[src/rtl/hall_angle_sequencer.sv]
// Hall code to 10-bit electrical angle: sync + debounce, sector/direction
// tracking, period measurement and per-sector Bresenham interpolation.
module hall_angle_sequencer #(
  parameter int          PERIOD_W    = 20,
  parameter int unsigned STALL_LIMIT = 20'hFFFFF,
  parameter int          DEBOUNCE    = 4
) (
  input  logic       clk,
  input  logic       rst_n,
  input  logic [2:0] hall,
  input  logic       enable,
  output logic [2:0] hall_stable,
  output logic [2:0] sector,
  output logic       dir,
  output logic [9:0] angle_out,
  output logic       angle_valid,
  output logic [1:0] fault
);

  localparam logic [PERIOD_W-1:0] STALL_CNT = PERIOD_W'(STALL_LIMIT);
  localparam logic [3:0]          DB_CNT    = 4'(DEBOUNCE);

  typedef enum logic [2:0] {S_IDLE, S_ALIGN, S_MEASURE, S_RUN, S_FAULT} state_t;

  // {valid, sector} for a Hall code; 000/111 decode as invalid
  function automatic logic [3:0] decode(input logic [2:0] c);
    case (c)
      3'b011:  decode = {1'b1, 3'd0};
      3'b001:  decode = {1'b1, 3'd1};
      3'b101:  decode = {1'b1, 3'd2};
      3'b100:  decode = {1'b1, 3'd3};
      3'b110:  decode = {1'b1, 3'd4};
      3'b010:  decode = {1'b1, 3'd5};
      default: decode = 4'b0;
    endcase
  endfunction

  // round(1024 * s / 6)
  function automatic logic [9:0] base_of(input logic [2:0] s);
    case (s)
      3'd0:    base_of = 10'd0;
      3'd1:    base_of = 10'd171;
      3'd2:    base_of = 10'd341;
      3'd3:    base_of = 10'd512;
      3'd4:    base_of = 10'd683;
      default: base_of = 10'd853;
    endcase
  endfunction

  logic [2:0] hall_s1, hall_s2, cand;
  logic [3:0] db_cnt, db_cnt_nxt;
  logic       db_upd;

  state_t              state, state_n;
  logic [2:0]          sector_n;
  logic                dir_n;
  logic [9:0]          angle_n;
  logic [1:0]          fault_n;
  logic [PERIOD_W-1:0] elapsed, elapsed_n, elapsed_inc;
  logic [PERIOD_W-1:0] period, period_n;
  logic [PERIOD_W-1:0] acc, acc_n;
  logic [PERIOD_W:0]   acc_sum;
  logic [7:0]          offset, offset_n;

  logic [3:0] cur_dec, new_dec, nxt_dec;
  logic [2:0] sec_up, sec_dn;
  logic       is_fwd, is_rev;

  // debounce count of consecutive identical synchronised samples
  always_comb begin
    db_cnt_nxt = 4'd1;
    if (hall_s2 == cand)
      db_cnt_nxt = (db_cnt == DB_CNT) ? db_cnt : db_cnt + 4'd1;
  end

  // accepted edge: the debounced code is about to change this cycle
  assign db_upd = (db_cnt_nxt == DB_CNT) && (hall_s2 != hall_stable);

  // 2-FF synchroniser and debounced code register
  always_ff @(posedge clk or negedge rst_n) begin
    if (!rst_n) begin
      hall_s1     <= '0;
      hall_s2     <= '0;
      cand        <= '0;
      db_cnt      <= '0;
      hall_stable <= '0;
    end else begin
      hall_s1 <= hall;
      hall_s2 <= hall_s1;
      cand    <= hall_s2;
      db_cnt  <= db_cnt_nxt;
      if (db_upd) hall_stable <= hall_s2;
    end
  end

  // classify the incoming code against the sector of the current stable code
  assign cur_dec = decode(hall_stable);
  assign new_dec = decode(hall_s2);
  assign nxt_dec = decode(db_upd ? hall_s2 : hall_stable);
  assign sec_up  = (cur_dec[2:0] == 3'd5) ? 3'd0 : cur_dec[2:0] + 3'd1;
  assign sec_dn  = (cur_dec[2:0] == 3'd0) ? 3'd5 : cur_dec[2:0] - 3'd1;
  assign is_fwd  = cur_dec[3] && new_dec[3] && (new_dec[2:0] == sec_up);
  assign is_rev  = cur_dec[3] && new_dec[3] && (new_dec[2:0] == sec_dn);

  assign elapsed_inc = (elapsed == STALL_CNT) ? elapsed : elapsed + PERIOD_W'(1);
  assign acc_sum     = {1'b0, acc} + (PERIOD_W+1)'(171);

  // next state and datapath; edges override the interpolation update
  always_comb begin
    state_n   = state;
    sector_n  = sector;
    dir_n     = dir;
    angle_n   = angle_out;
    fault_n   = fault;
    elapsed_n = elapsed;
    period_n  = period;
    acc_n     = acc;
    offset_n  = offset;
    if (!enable) begin
      state_n = S_IDLE;
      fault_n = 2'd0;
    end else begin
      case (state)
        S_IDLE: state_n = S_ALIGN;
        S_ALIGN: begin
          if (nxt_dec[3]) begin
            sector_n = nxt_dec[2:0];
            angle_n  = base_of(nxt_dec[2:0]) + 10'd85;
          end
          if (db_upd && (is_fwd || is_rev)) begin
            dir_n     = is_fwd;
            elapsed_n = '0;
            fault_n   = 2'd0;
            state_n   = S_MEASURE;
          end
        end
        S_MEASURE, S_RUN: begin
          elapsed_n = elapsed_inc;
          if (state == S_RUN) begin
            if (offset != 8'd170) begin
              if (acc_sum >= {1'b0, period}) begin
                acc_n    = PERIOD_W'(acc_sum - {1'b0, period});
                offset_n = offset + 8'd1;
              end else begin
                acc_n = acc_sum[PERIOD_W-1:0];
              end
            end
            angle_n = base_of(sector) + (dir ? {2'b0, offset} : 10'd170 - {2'b0, offset});
          end
          if (db_upd) begin
            if (!new_dec[3]) begin
              fault_n = 2'd1;
              state_n = S_FAULT;
            end else if (is_fwd || is_rev) begin
              sector_n = new_dec[2:0];
              if (is_fwd == dir) begin
                period_n  = elapsed + PERIOD_W'(1);
                elapsed_n = '0;
                acc_n     = '0;
                offset_n  = '0;
                angle_n   = dir ? base_of(new_dec[2:0]) : base_of(new_dec[2:0]) + 10'd170;
                fault_n   = 2'd0;
                state_n   = S_RUN;
              end else begin
                angle_n = base_of(new_dec[2:0]) + 10'd85;
                state_n = S_ALIGN;
              end
            end else begin
              fault_n = 2'd2;
              state_n = S_FAULT;
            end
          end else if (elapsed_inc == STALL_CNT) begin
            fault_n = 2'd3;
            state_n = S_ALIGN;
          end
        end
        default: ;
      endcase
    end
  end

  // state and datapath registers
  always_ff @(posedge clk or negedge rst_n) begin
    if (!rst_n) begin
      state     <= S_IDLE;
      sector    <= '0;
      dir       <= 1'b1;
      angle_out <= '0;
      fault     <= '0;
      elapsed   <= '0;
      period    <= '0;
      acc       <= '0;
      offset    <= '0;
    end else begin
      state     <= state_n;
      sector    <= sector_n;
      dir       <= dir_n;
      angle_out <= angle_n;
      fault     <= fault_n;
      elapsed   <= elapsed_n;
      period    <= period_n;
      acc       <= acc_n;
      offset    <= offset_n;
    end
  end

  assign angle_valid = (state == S_RUN);

endmodule
[config.mk]
export PLATFORM = sky130hd
export DESIGN_NAME = hall_angle_sequencer
export DESIGN_NICKNAME = d
export VERILOG_FILES = /design/src/rtl/hall_angle_sequencer.sv
export SDC_FILE = /design/constraint.sdc
export NUM_CORES = 1
export LEC_CHECK = 0
export CAP_MARGIN = 30
export CORE_ASPECT_RATIO = 1.75
export CORE_MARGIN = 2
export CORE_UTILIZATION = 41
export DETAILED_ROUTE_END_ITERATION = 10
export HOLD_SLACK_MARGIN = 0.12
export PLACE_DENSITY = 0.69
export SYNTH_ARGS = -nofsm -noshare
export SYNTH_HDL_FRONTEND = slang
export SYNTH_SLANG_ARGS = --single-unit
[constraint.sdc]
create_clock -name clk -period 4.2 [get_ports clk]
set_clock_uncertainty 0.1 [all_clocks]
set_input_delay 1.26 -clock clk [delete_from_list [all_inputs] [get_ports clk]]
set_output_delay 1.26 -clock clk [all_outputs]
set_load 0.05 [all_outputs]
==> results.toml, run 1 <==
[cts]
tritoncts = "built"
clock_latency_ns = 0.36
clock_path_buffers = 2
clkTransAtPathRegs_ns = 0.07
numCtsBuffers = 9
htreeDepth = 3
clkSinkCount = 103
postCtsHoldBufs = 0
root_buffer = "clkbuf_16"

[cells_and_area]
nets = 1031
syn2layout_area_growth_pct = 11.6
finalInstanceArea_um2 = 8960
fin_cells = 1231
drive_gt1_frac = 0.0869
n_antenna_cell = 0

[power]
ir_drop_mv = 0.430
power_density_nw_per_um2 = 513
leakagePower_nw = 3.83

[synthesis]
synth-edff-count = 0
synth_top_area_frac = 0.318
synth_fa_ha_area_frac = 0.0642
netlist_area_um2 = 8030
synth_top_family_by_area = "compound AO/OA/AOI/OAI gates"
synth-seq-cells = 103
synth-simple-area-share = 0.204
synth_top_cell_by_area = "dfrtp_1"
ys_seq_area_frac = 0.321
ys.flop_type = "dfrtp_1"
syn_nets = 1011
synth_cells = 965
synth_cell_types = 77
synth_compound_area_frac = 0.229
syn_area_per_cell_um2 = 8.32
synth_mux_area_frac = 0.0366
synth.area.top_cells = "dfrtp_1 (32%), ha_1 (5.9%), xnor2_1 (5.6%)"
synth_xor_area_frac = 0.0896
ys_async_sr_fraction = 1.00
ys_warn_count = 0

[die]
dieWidth_um = 110
initial_core_util = 0.418
ios = 26
core_area_um2 = 19200
die_area_um2 = 20800
rows = 67
die_h_um = 189

[route]
routed_wl_um = 21400
first_pass_iters = 5
postRouteAntennaNets = 0
drt-initial-drc-count = 308
via_count = 7117
drcViolationCount = 0
vias_per_cell = 5.78
wl_per_cell_um = 17.4

[timing]
setup_viol = 0
fin_crit_ns = 3.89
hold_viol = 0
worst_pin_slew_ns = 0.761
fmax_mhz = 257
timing.final.crit_share = 0.926
fin_tns_setup_ns = 0
relSlewSlack = 0.491
rsz0062_at_grt = "true"
final_max_slew_viol_count = 0

[placement]
place_area_um2 = 8610
dp.cells = 1214
dp_hpwl_um = 16400
globalplace.congestion = 0.935
io_buffers = 25

[grt]
grt_pass1_wl_um = 35000
grt.total_usage = 0.216
antenna_found_initial = 0
grt_max_degree = 54
overflow = 0
grt_pass1_vias = 7077

[flow_run]
maxCapViolations = 0

[worst_hold_path]
hp-start = "hall_s1[0]$_DFF_PN0_"
hold_path_end = "hall_s2[0]$_DFF_PN0_"
hold_depth = 0
hold_path_class = "register to register"

[setup_path]
worstPathRequired_ns = 4.34
critPathKind = "register to register"
cp-start-kind = "register"
r2r_cells = 18
crit_fanout = 36
timing.rr.end = "acc[0]$_DFFE_PN0P_"
end_kind = "register"
reg2reg_from = "acc[0]$_DFFE_PN0P_"
worstPathArrival_ns = 4.03
r2r_slack_ns = 0.31

[status]
status = "complete, no violations"
==> how the worst max path moves through the flow <==
stage                             startpoint                    end  slack (ns)  cells past startpoint
after floorplan           acc[0]$_DFFE_PN0P_  offset[5]$_DFFE_PN0P_        0.25                     20
final                     acc[0]$_DFFE_PN0P_     acc[0]$_DFFE_PN0P_        0.31                     18
after CTS                 acc[0]$_DFFE_PN0P_     acc[8]$_DFFE_PN0P_        0.05                     19
after global routing      acc[1]$_DFFE_PN0P_  offset[4]$_DFFE_PN0P_      0.0008                     17
after detailed placement  acc[0]$_DFFE_PN0P_     acc[8]$_DFFE_PN0P_        0.11                     19
after global placement    acc[0]$_DFFE_PN0P_     acc[8]$_DFFE_PN0P_        0.21                     19
==> final cells by class <==
| class | instances | area (um^2) |
|---|---|---|
| clock buffers | 10 | 239 |
| clock inverters | 6 | 75.1 |
| fillers | 1861 | 10200 |
| inverters | 59 | 221 |
| multi-input cells | 757 | 5040 |
| flip-flops and latches | 103 | 2580 |
| well taps | 241 | 302 |
| repair buffers | 55 | 505 |
==> state kept, by name (all words and copies together) (netlist names), 3 cells and up <==
name         cells
cand             3
db_cnt           4
elapsed         20
hall_stable      3
hall_s1          3
sector           3
hall_s2          3
acc             20
offset           8
state            3
angle_out       10
period          20
==> through the flow <==
stage | power [mW] | hold slack (ns) | setup WS [ns] | utilization
final | 4.60 | 0.250 | 0.309 | 0.467
after global routing | 4.90 | 0.256 | 0.000817 | 0.467
after CTS | 4.61 | 0.251 | 0.0487 | 0.465
after detailed placement | 3.69 | 0.236 | 0.109 | 0.449
after global placement | 3.68 | 0.232 | 0.211 | 0.447
after floorplan | 2.98 | 0.231 | 0.248 | -
==> cells in the mapped netlist (11+ instances only) <==
cell and number:
nor2_1 80, ha_1 38, xnor2_1 51, buf_2 16, dfrtp_1 102, xor2_1 28, nor3_1 24, nand2_1 80
nor2b_1 14, o21ai_0 84, clkbuf_1 18, a21o_1 17, nand3_1 38, inv_1 59, a21oi_1 75, nand2b_1 16
o21ai_1 11, mux2i_1 17
==> worst max-delay path, cell delays in order (launching register included) <==
cell and delay, ns:
dfrtp_1 0.38, inv_1 0.05, ha_1 0.23, nor2b_2 0.15, o21a_1 0.13, o21ai_0 0.13
a21oi_2 0.21, nand2_1 0.12, xnor2_2 0.18, ha_2 0.34, o21a_1 0.13, o211a_1 0.21
a21o_1 0.17, a221oi_1 0.31, nand3_1 0.19, buf_12 0.23, nand2_1 0.08, a21oi_1 0.07
nor3_1 0.33
==> report_power, final <==
part / internal (mW) / switching, mW / leakage [nW] / total [mW]
clock: 0.489 / 0.403 / 0.152 / 0.893
sequential: 1.13 / 0.189 / 1.31 / 1.32
combinational: 0.930 / 1.46 / 2.37 / 2.39
total: 2.55 / 2.05 / 3.83 / 4.60
==> placed cells by master (no fill, tap or decap), types with 10 or more instances in the layout <==
| cell | count |
|---|---|
| a21o_1 | 17 |
| a21oi_1 | 73 |
| a31oi_1 | 10 |
| buf_4 | 29 |
| clkdlybuf4s50_1 | 24 |
| dfrtp_1 | 102 |
| ha_1 | 37 |
| inv_1 | 59 |
| mux2_2 | 10 |
| mux2i_1 | 17 |
| nand2_1 | 80 |
| nand2b_1 | 16 |
| nand3_1 | 38 |
| nand4_1 | 10 |
| nor2_1 | 79 |
| nor2b_1 | 13 |
| nor3_1 | 24 |
| o21ai_0 | 83 |
| o21ai_1 | 12 |
| xnor2_1 | 50 |
| xor2_1 | 28 |
==> cell families after synthesis <==
kind of cell	count (synthesis)
adder cells (fa/ha/maj)	40
flip-flops	103
AND/OR/NAND/NOR	323
buffers and inverters	105
multiplexers	28
XOR/XNOR	80
AO/OA/AOI/OAI	286
==> metal layers <==
metal / vias to the layer above / share of wire / GRT usage
met5: - / 0 / 0
met4: 0 / 0.055 / 0.123
met3: 58 / 0.019 / 0.0244
met2: 144 / 0.56 / 0.406
met1: 3446 / 0.37 / 0.221
li1: 3469 / - / -
==> what timing repair did <==
item / CTS / global route
endpoints found under the setup margin: 0 / 28
buffers inserted: 0 / 1
resized for setup: 0 / 8
Note: power is estimated with default switching activity, not from simulation.
==> run 2: changes to the inputs <==
--- a/config.mk
+++ b/config.mk
@@ -12,6 +12,7 @@
 export DETAILED_ROUTE_END_ITERATION = 10
 export HOLD_SLACK_MARGIN = 0.12
 export PLACE_DENSITY = 0.69
+export REMOVE_ABC_BUFFERS = 1
 export SYNTH_ARGS = -nofsm -noshare
 export SYNTH_HDL_FRONTEND = slang
 export SYNTH_SLANG_ARGS = --single-unit
==> results.toml, run 2 (synthesis gave the netlist of run 1 again) <==
[placement]
pre_cts_ws_ns = -0.0619
dp.cells = 1216
globalplace.congestion = 0.912
place_area_um2 = 8620
dp_hpwl_um = 16200
io_buffers = 25

[cells_and_area]
fillers = 1858
drive_gt1_frac = 0.0954
nets = 1037
fin_util = 0.470
layout_commonest_cell = "dfrtp_1"
syn2layout_area_growth_pct = 12.3
finalInstanceArea_um2 = 9020
fin_cells = 1237
multi_input_area_um2 = 5080
mostFrequentLayoutCells = "dfrtp_1 (102), o21ai_0 (83), nand2_1 (80), nor2_1 (80), a21oi_1 (73)"
layout_top_registers = "acc (20), elapsed (20), period (20)"
ff_latch_area_um2 = 2580
n_antenna_cell = 0

[die]
dieWidth_um = 110
ios = 26
die_h_um = 189
initial_core_util = 0.418
die_area_um2 = 20800
core_area_um2 = 19200
rows = 67

[setup_path]
path_delay_family = "compound AO/OA/AOI/OAI gates"
crit_slowest_cell = "dfrtp_1"
crit_chain = "inv_1 > ha_1 > nor2b_2 > o21a_1 > o21ai_1 > a21oi_1 > buf_4 > nand3_1 > xnor2_2 > ha_4 > a21oi_2 > o211ai_1 > a21o_1 > a221oi_2 > nand3_2 > buf_4 > clkbuf_16 > mux2i_1 > o21ai_0"
critPathKind = "register to register"
slowest_delay_ns = 0.38
cpMostUsedCell = "buf_4"
end_kind = "register"
worstPathArrival_ns = 4.16
worstPathRequired_ns = 4.32
crit_fanout = 14
crit_buf_inv = 4
cp-start-kind = "register"

[grt]
overflow = 0
grt_pass1_wl_um = 35100
grt.total_usage = 0.217
grt_pass1_vias = 7023
grt_max_degree = 77
antenna_found_initial = 0

[timing]
final_max_slew_viol_count = 0
relSlewSlack = 0.508
fmax_mhz = 248
fin_crit_ns = 4.04
setup_viol = 0
hold_viol = 0
worst_pin_slew_ns = 0.736
timing.final.crit_share = 0.961
fin_ws_ns = 0.165

[cts]
tritoncts = "built"
root_buffer = "clkbuf_16"
numCtsBuffers = 9
clock_latency_ns = 0.36
htreeDepth = 3
clkSinkCount = 103
clock_path_buffers = 2
clkTransAtPathRegs_ns = 0.08

[power]
p_clk_frac = 0.178
p_int_mw = 2.50
comb_power_share = 0.534
ir_drop_mv = 0.407
seqPwrFrac = 0.288
power_density_nw_per_um2 = 509
switching_share = 0.456
leakagePower_nw = 3.86
switchingPower_mw = 2.10
p_total_mw = 4.59

[route]
postRouteAntennaNets = 0
drt-initial-drc-count = 429
first_pass_iters = 5
drcViolationCount = 0
vias_per_cell = 5.77
routed_wl_um = 21700
wl_per_cell_um = 17.6
via_count = 7137

[worst_hold_path]
hold_path_class = "register to register"

[flow_run]
maxCapViolations = 0

[status]
status = "complete, no violations"
## run 2: worst register-to-register path: stages, from the launching register on
cell and delay [ns]:
dfrtp_1 0.38, inv_1 0.05, ha_1 0.23, nor2b_2 0.15, o21a_1 0.16, o21ai_1 0.09
a21oi_1 0.16, buf_4 0.16, nand3_1 0.12, xnor2_2 0.35, ha_4 0.27, a21oi_2 0.16
o211ai_1 0.14, a21o_1 0.23, a221oi_2 0.31, nand3_2 0.14, buf_4 0.18, clkbuf_16 0.17
mux2i_1 0.23, o21ai_0 0.11
## run 2: repair_timing
action                     CTS  global route
setup endpoints to repair   13            28
hold buffers                 0             0
pin swaps                    0             4
gates cloned                 0             1
buffers inserted             0             4
gates resized for setup      2            10
## run 2: stage by stage
step / TNS (ns) / hold WS [ns]
finish: 0 / 0.249
global route: -0.0641 / 0.259
CTS: 0 / 0.253
detailed placement: -0.143 / 0.236
global placement: 0 / 0.234
floorplan: -4.95 / 0.231
## run 2: final timing paths
check	slack, ns	startpoint	cells past startpoint	endpoint
max	0.16	acc[0]$_DFFE_PN0P_	19	acc[12]$_DFFE_PN0P_
min	0.25	hall_s1[0]$_DFF_PN0_	0	hall_s2[0]$_DFF_PN0_
min reg2reg	0.25	hall_s1[0]$_DFF_PN0_	0	hall_s2[0]$_DFF_PN0_
min in group asynchronous	0.71	rst_n	1	elapsed[17]$_DFFE_PN0P_
max in group asynchronous	2.52	rst_n	2	acc[16]$_DFFE_PN0P_
max reg2reg	0.16	acc[0]$_DFFE_PN0P_	19	acc[12]$_DFFE_PN0P_
## run 2: layout make-up
type	count	share of cell area
Sequential cell	103	0.286
Clock buffer	10	0.0254
Multi-Input combinational cell	757	0.563
Inverter	59	0.0245
Tap cell	241	0.0334
Timing Repair Buffer	61	0.0621
Clock inverter	6	0.00569
## run 2: per-layer routing
| layer | wire (um) | part of all wire | vias up | track usage |
|---|---|---|---|---|
| met5 | 0 | 0 | - | 0 |
| met3 | 495 | 0.023 | 65 | 0.0196 |
| met1 | 8170 | 0.38 | 3415 | 0.232 |
| met2 | 11800 | 0.54 | 169 | 0.394 |
| met4 | 1280 | 0.059 | 0 | 0.137 |
| li1 | - | - | 3488 | - |
## run 2: power groups by stage
stage / Combinational (mW) / Clock [mW] / Sequential (mW)
after floorplan: 1.44 / 0 / 1.51
after global placement: 2.40 / 0 / 1.33
after detailed placement: 2.41 / 0 / 1.33
after CTS: 2.43 / 0.841 / 1.32
after global routing: 2.67 / 0.877 / 1.35
final: 2.45 / 0.818 / 1.32
